$ cat src/rtl/rpd_buffer_pkg.sv
// rtl/rpd_buffer_pkg.sv - shared status type and sizing helpers for the sample ring buffer
package rpd_buffer_pkg;

  typedef struct packed {
    logic full;
    logic empty;
    logic almost_full;
    logic almost_empty;
    logic overflow;
    logic underflow;
  } status_t;

  function automatic int level_width(input int depth);
    return $clog2(depth) + 1;
  endfunction

  function automatic bit is_pow2(input int value);
    return (value >= 2) && ((value & (value - 1)) == 0);
  endfunction

endpackage

$ cat src/rtl/ring_buffer_mem.sv
// rtl/ring_buffer_mem.sv - simple dual-port sample storage with registered read, no reset
module ring_buffer_mem #(
  parameter int DATA_WIDTH = 12,
  parameter int DEPTH      = 16,
  parameter int ADDR_WIDTH = $clog2(DEPTH)
) (
  input  logic                  clk,
  input  logic                  wr_en,
  input  logic [ADDR_WIDTH-1:0] wr_addr,
  input  logic [DATA_WIDTH-1:0] wr_data,
  input  logic                  rd_en,
  input  logic [ADDR_WIDTH-1:0] rd_addr,
  output logic [DATA_WIDTH-1:0] rd_data
);

  logic [DATA_WIDTH-1:0] mem [DEPTH];

  // Read-first: a read and write to the same slot returns the old sample.
  always_ff @(posedge clk) begin
    if (wr_en) begin
      mem[wr_addr] <= wr_data;
    end
    if (rd_en) begin
      rd_data <= mem[rd_addr];
    end
  end

endmodule

$ cat src/rtl/sample_ring_buffer.sv
// rtl/sample_ring_buffer.sv - count-based sample ring buffer with optional overwrite of oldest data
module sample_ring_buffer
  import rpd_buffer_pkg::*;
#(
  parameter int DATA_WIDTH = 12,
  parameter int DEPTH      = 16,
  parameter int OVERWRITE  = 0,
  parameter int AF_LEVEL   = DEPTH - 2,
  parameter int AE_LEVEL   = 1
) (
  input  logic                          clk,
  input  logic                          rst,
  input  logic                          wr_en,
  input  logic [DATA_WIDTH-1:0]         wr_data,
  input  logic                          rd_en,
  input  logic                          flush,
  input  logic                          clr_err,
  output logic [DATA_WIDTH-1:0]         rd_data,
  output logic                          wr_ack,
  output logic                          rd_ack,
  output logic                          full,
  output logic                          empty,
  output logic                          almost_full,
  output logic                          almost_empty,
  output logic [level_width(DEPTH)-1:0] level,
  output logic                          overflow,
  output logic                          underflow,
  output logic                          dropped
);

  localparam int AW = $clog2(DEPTH);
  localparam int LW = level_width(DEPTH);

  if (!is_pow2(DEPTH)) begin : g_bad_depth
    $error("sample_ring_buffer: DEPTH must be a power of two >= 2");
  end
  if (AF_LEVEL < 0 || AF_LEVEL > DEPTH) begin : g_bad_af
    $error("sample_ring_buffer: AF_LEVEL outside 0..DEPTH");
  end
  if (AE_LEVEL < 0 || AE_LEVEL > DEPTH) begin : g_bad_ae
    $error("sample_ring_buffer: AE_LEVEL outside 0..DEPTH");
  end

  logic [AW-1:0]         wr_ptr, wr_ptr_next;
  logic [AW-1:0]         rd_ptr, rd_ptr_next;
  logic [LW-1:0]         level_q, level_next;
  status_t               status_q, status_next;
  logic                  rd_ok, wr_ok, drop, ov_set, un_set;
  logic                  have_data;
  logic [DATA_WIDTH-1:0] mem_q;

  // Empty-time writes never satisfy a same-cycle read: acceptance uses registered status.
  always_comb begin
    rd_ok  = rd_en && !status_q.empty && !flush;
    wr_ok  = wr_en && !flush && (!status_q.full || (OVERWRITE != 0) || rd_ok);
    drop   = wr_ok && status_q.full && !rd_ok;
    ov_set = wr_en && !flush && !wr_ok;
    un_set = rd_en && !flush && status_q.empty;
  end

  always_comb begin
    wr_ptr_next = wr_ptr;
    rd_ptr_next = rd_ptr;
    level_next  = level_q;
    if (flush) begin
      wr_ptr_next = '0;
      rd_ptr_next = '0;
      level_next  = '0;
    end else begin
      if (wr_ok) begin
        wr_ptr_next = wr_ptr + AW'(1);
      end
      if (rd_ok || drop) begin
        rd_ptr_next = rd_ptr + AW'(1);
      end
      if (wr_ok && !rd_ok && !drop) begin
        level_next = level_q + LW'(1);
      end else if (rd_ok && !wr_ok) begin
        level_next = level_q - LW'(1);
      end
    end

    status_next.full         = (level_next == LW'(DEPTH));
    status_next.empty        = (level_next == '0);
    status_next.almost_full  = (int'(level_next) >= AF_LEVEL);
    status_next.almost_empty = (int'(level_next) <= AE_LEVEL);
    // A flush leaves the sticky flags exactly as they were.
    status_next.overflow     = flush ? status_q.overflow
                                     : (ov_set || (status_q.overflow && !clr_err));
    status_next.underflow    = flush ? status_q.underflow
                                     : (un_set || (status_q.underflow && !clr_err));
  end

  always_ff @(posedge clk) begin
    if (rst) begin
      wr_ptr    <= '0;
      rd_ptr    <= '0;
      level_q   <= '0;
      status_q  <= '{full: 1'b0, empty: 1'b1, almost_full: 1'b0, almost_empty: 1'b1,
                     overflow: 1'b0, underflow: 1'b0};
      wr_ack    <= 1'b0;
      rd_ack    <= 1'b0;
      dropped   <= 1'b0;
      have_data <= 1'b0;
    end else begin
      wr_ptr    <= wr_ptr_next;
      rd_ptr    <= rd_ptr_next;
      level_q   <= level_next;
      status_q  <= status_next;
      wr_ack    <= wr_ok;
      rd_ack    <= rd_ok;
      dropped   <= drop;
      if (rd_ok) begin
        have_data <= 1'b1;
      end
    end
  end

  ring_buffer_mem #(
    .DATA_WIDTH(DATA_WIDTH),
    .DEPTH     (DEPTH),
    .ADDR_WIDTH(AW)
  ) u_mem (
    .clk    (clk),
    .wr_en  (wr_ok && !rst),
    .wr_addr(wr_ptr),
    .wr_data(wr_data),
    .rd_en  (rd_ok && !rst),
    .rd_addr(rd_ptr),
    .rd_data(mem_q)
  );

  // The storage read register has no reset, so mask it until the first accepted read.
  assign rd_data      = have_data ? mem_q : '0;
  assign level        = level_q;
  assign full         = status_q.full;
  assign empty        = status_q.empty;
  assign almost_full  = status_q.almost_full;
  assign almost_empty = status_q.almost_empty;
  assign overflow     = status_q.overflow;
  assign underflow    = status_q.underflow;

endmodule

$ cat config.mk
export PLATFORM = sky130hd
export DESIGN_NAME = sample_ring_buffer
export DESIGN_NICKNAME = d
export VERILOG_FILES = /design/src/rtl/rpd_buffer_pkg.sv /design/src/rtl/ring_buffer_mem.sv /design/src/rtl/sample_ring_buffer.sv
export SDC_FILE = /design/constraint.sdc
export NUM_CORES = 1
export LEC_CHECK = 0
export BUFFER_PORTS_ARGS = -buffer_cell sky130_fd_sc_hd__buf_2
export CAP_MARGIN = 20
export CORE_ASPECT_RATIO = 0.7
export CORE_UTILIZATION = 35
export CTS_CLUSTER_SIZE = 28
export DETAILED_ROUTE_END_ITERATION = 8
export HOLD_SLACK_MARGIN = 0.02
export PLACE_DENSITY = 0.52
export SLEW_MARGIN = 0
export SYNTH_ARGS = -nofsm -noshare
export SYNTH_HDL_FRONTEND = slang
export SYNTH_SLANG_ARGS = --single-unit
$ cat constraint.sdc
create_clock -name clk -period 4.55 [get_ports clk]
set_input_delay 0.2275 -clock clk [delete_from_list [all_inputs] [get_ports clk]]
set_output_delay 0.2275 -clock clk [all_outputs]
set_load 0.03 [all_outputs]
==> impl_results.md <==
- Mapped Nets: 450
- GP Congestion: 0.864
- H-tree levels: 1
- Die area: 25,600 sq um
- Max FO, Critical Path: 12
- Syn Inst Count: 425
- CP arrival: 2.95 ns
- WL/cell: 23.7 um
- Layout area overhead: 16.6%
- Placed cells: 777
- Final setup fails: 0
- Final setup TNS: 0 ns
- Antenna Nets Post-Route: 0
- Pleak: 3.27 nW
- Post-route DRC violation count: 0
- Final period util: 62.1%
- Final nets: 519
- Layout cells sized above 1: 32.2%
- Crit. Startpoint: rst
- Initial Utilization: 36.4%
- # resized after CTS: 0
- Die Span Y: 134 um
- Share of the yosys chip area belonging to registers: 75.3%
- Clk Latency, worst-skew pair: 0.50 ns
- CTS tree: done
- Final Hold Violating Endpoints: 0
- MaxCap Viol Count: 0
- Clk root buf: clkbuf_16
- Mapped cell area: 8750 sq um
- Worst-path clk slew: 0.06 ns
- Fmax: 0.354 GHz
- CP required: 4.67 ns
- Layout Utilization: 42.4%
- Worst-margin pin slew: 0.987 ns
- Area of the multi-input gates: 2080 sq um
- N_diodes: 0
- Startpoint types: primary input
- Clock skew: 0.00833 ns
- HP Class: primary input to flip-flop
- Combined flip-flop and latch cell area: 6590 sq um
- DP Wirelength: 13,200 um
- Design Power: 4.10 mW
- Peak supply drop: 0.000312 V
- Crit path kind: primary input to flip-flop
- Final Routed Wirelength: 19,600 um
- Post-synth EDFFs: 204
- Power per standard cell area: 402 nW/um^2
- Asr flop ratio synth: 0%
- Initial antenna violation count: 2
- Hold slack: 0.0699 ns
- Total number of vias: 4,255
- Num CTS Buffers: 22
- #FFs+latches synth: 227
- Status: completed
- Worst reg-to-reg path cell count: 4
- Syn avg cell area: 20.6 sq um
- Synth Warn #: 0
- CP Capture Type: flip-flop
- WHS Path Cells: 3
- First-pass GRT wire length: 29,300 um
- Final Max Slew Viols: 0
- Largest net degree at the start of global routing: 52
- Filler Cell Count: 2,073
- Detail-routed via count per cell: 5.14
- Clock Path Buffers: 3
- Unique masters post-synth: 38
- Total track usage: 15.9%
- Port bufs: 43
- Num rows: 47
- Die W: 191 um
- Non-filler instance count after layout: 828
- Normalized max-slew margin: 33.9%
- Fin crit period: 2.83 ns
- Vias in the first global route: 4,283
- 1st-iter DRT viols: 465
- End point of the critical path: u_mem.mem[14][5]
- Core area: 24,100 sq um
- Unrepaired setup endpoints after global routing: no
- Congestion Overflow GR: 0
- Worst R2R Setup Slack: 1.99 ns
- Worst flop-to-flop path endpoint: u_mem.mem[14][5]
- R2r startpoint: empty
- Ports: 44
- CTS Hold Bufs: 1
- Post-CTS setup buffers: 0
- Primary FF master, synth: edfxtp_1
- Initial DRT Pass Iterations: 6
- Clock tree sinks: 227
## sequential cells by signal (all words and copies together), names as in the netlist
| name | flops |
|---|---|
| almost_empty | 1 |
| almost_full | 1 |
| dropped | 1 |
| empty | 1 |
| full | 1 |
| have_data | 1 |
| level | 5 |
| overflow | 1 |
| rd_ack | 1 |
| rd_ptr | 4 |
| u_mem.mem | 192 |
| u_mem.rd_data | 12 |
| underflow | 1 |
| wr_ack | 1 |
| wr_ptr | 4 |
## power breakdown
part	internal [mW]	switching (mW)	total, mW
Combinational	0.0313	0.0712	0.103
Clock	0.979	0.740	1.72
Sequential	2.28	0.00678	2.28
## metal layers
metal / vias up / GRT usage [%] / wire [um]
met5: - / 0 / 0
met4: 0 / 3.29 / 357
met3: 30 / 4.60 / 1900
met2: 145 / 20.7 / 7790
met1: 2221 / 25.7 / 9560
li1: 1859 / - / -
## kinds of logic after synthesis
group	synth area share, %
flops	75.3
simple gates	4.88
mux	15.9
buf+inv	1.13
compound gates	0.987
xor+xnor	0.801
fa+ha+maj	1.00
other cells	0.0429
## per-stage QoR
step | instance area [sq um] | setup WS [ns]
3_3_place_gp | 9330 | 1.60
3_5_place_dp | 9410 | 1.60
2_1_floorplan | 8750 | 1.98
6_report | 10200 | 1.72
4_1_cts | 10100 | 1.57
5_1_grt | 10200 | 1.45
## area by class of cell
cell class,instances,share of cell area (%)
Sequential cell,227,64.6
Multi-Input combinational cell,173,20.4
Clock buffer,28,5.82
Timing Repair Buffer,63,4.22
Tap cell,318,3.90
Clock inverter,12,0.797
Inverter,7,0.258
## synth_stat cells, types with 3 or more instances
library cell | instances | share of area, %
a21oi_1 | 5 | 0.29
and2_1 | 16 | 1.1
and3_1 | 3 | 0.21
buf_1 | 3 | 0.13
buf_2 | 4 | 0.23
clkbuf_1 | 11 | 0.47
dfxtp_1 | 23 | 5.3
edfxtp_1 | 204 | 70
ha_1 | 7 | 1.0
inv_1 | 6 | 0.26
mux4_2 | 60 | 15
nand2_1 | 12 | 0.51
nor2_1 | 31 | 1.3
nor3_1 | 4 | 0.23
xnor2_1 | 4 | 0.40
xor2_1 | 4 | 0.40
## worst max-delay path: stages
cell,delay [ns]
dlygate4sd3_1,0.53
buf_2,0.19
inv_1,0.15
nand2_1,0.23
a211oi_1,0.54
nand2_1,0.27
nor2_1,0.81
## placed cells by master, fill, tap and decap left out, types with 6 or more instances in the layout
cell	Yosys	routed
edfxtp_1	204	204
clkinv_1	1	6
mux4_2	60	60
dfxtp_1	23	21
nand2_1	12	12
and2_1	16	16
buf_4	0	9
nor2_1	31	31
ha_1	7	7
clkbuf_16	0	23
inv_1	6	6
buf_2	4	43
buf_6	0	8
## worst min path at each step
stage	startpoint	end	slack (ns)
final	rd_en	underflow	0.07
after global placement	underflow	underflow	0.47
after floorplan	wr_data[0]	u_mem.mem[0][0]	0.33
after CTS	rd_en	underflow	0.04
after global routing	rd_en	underflow	0.08
after detailed placement	overflow	overflow	0.49
(Power assumes the default switching activity.)
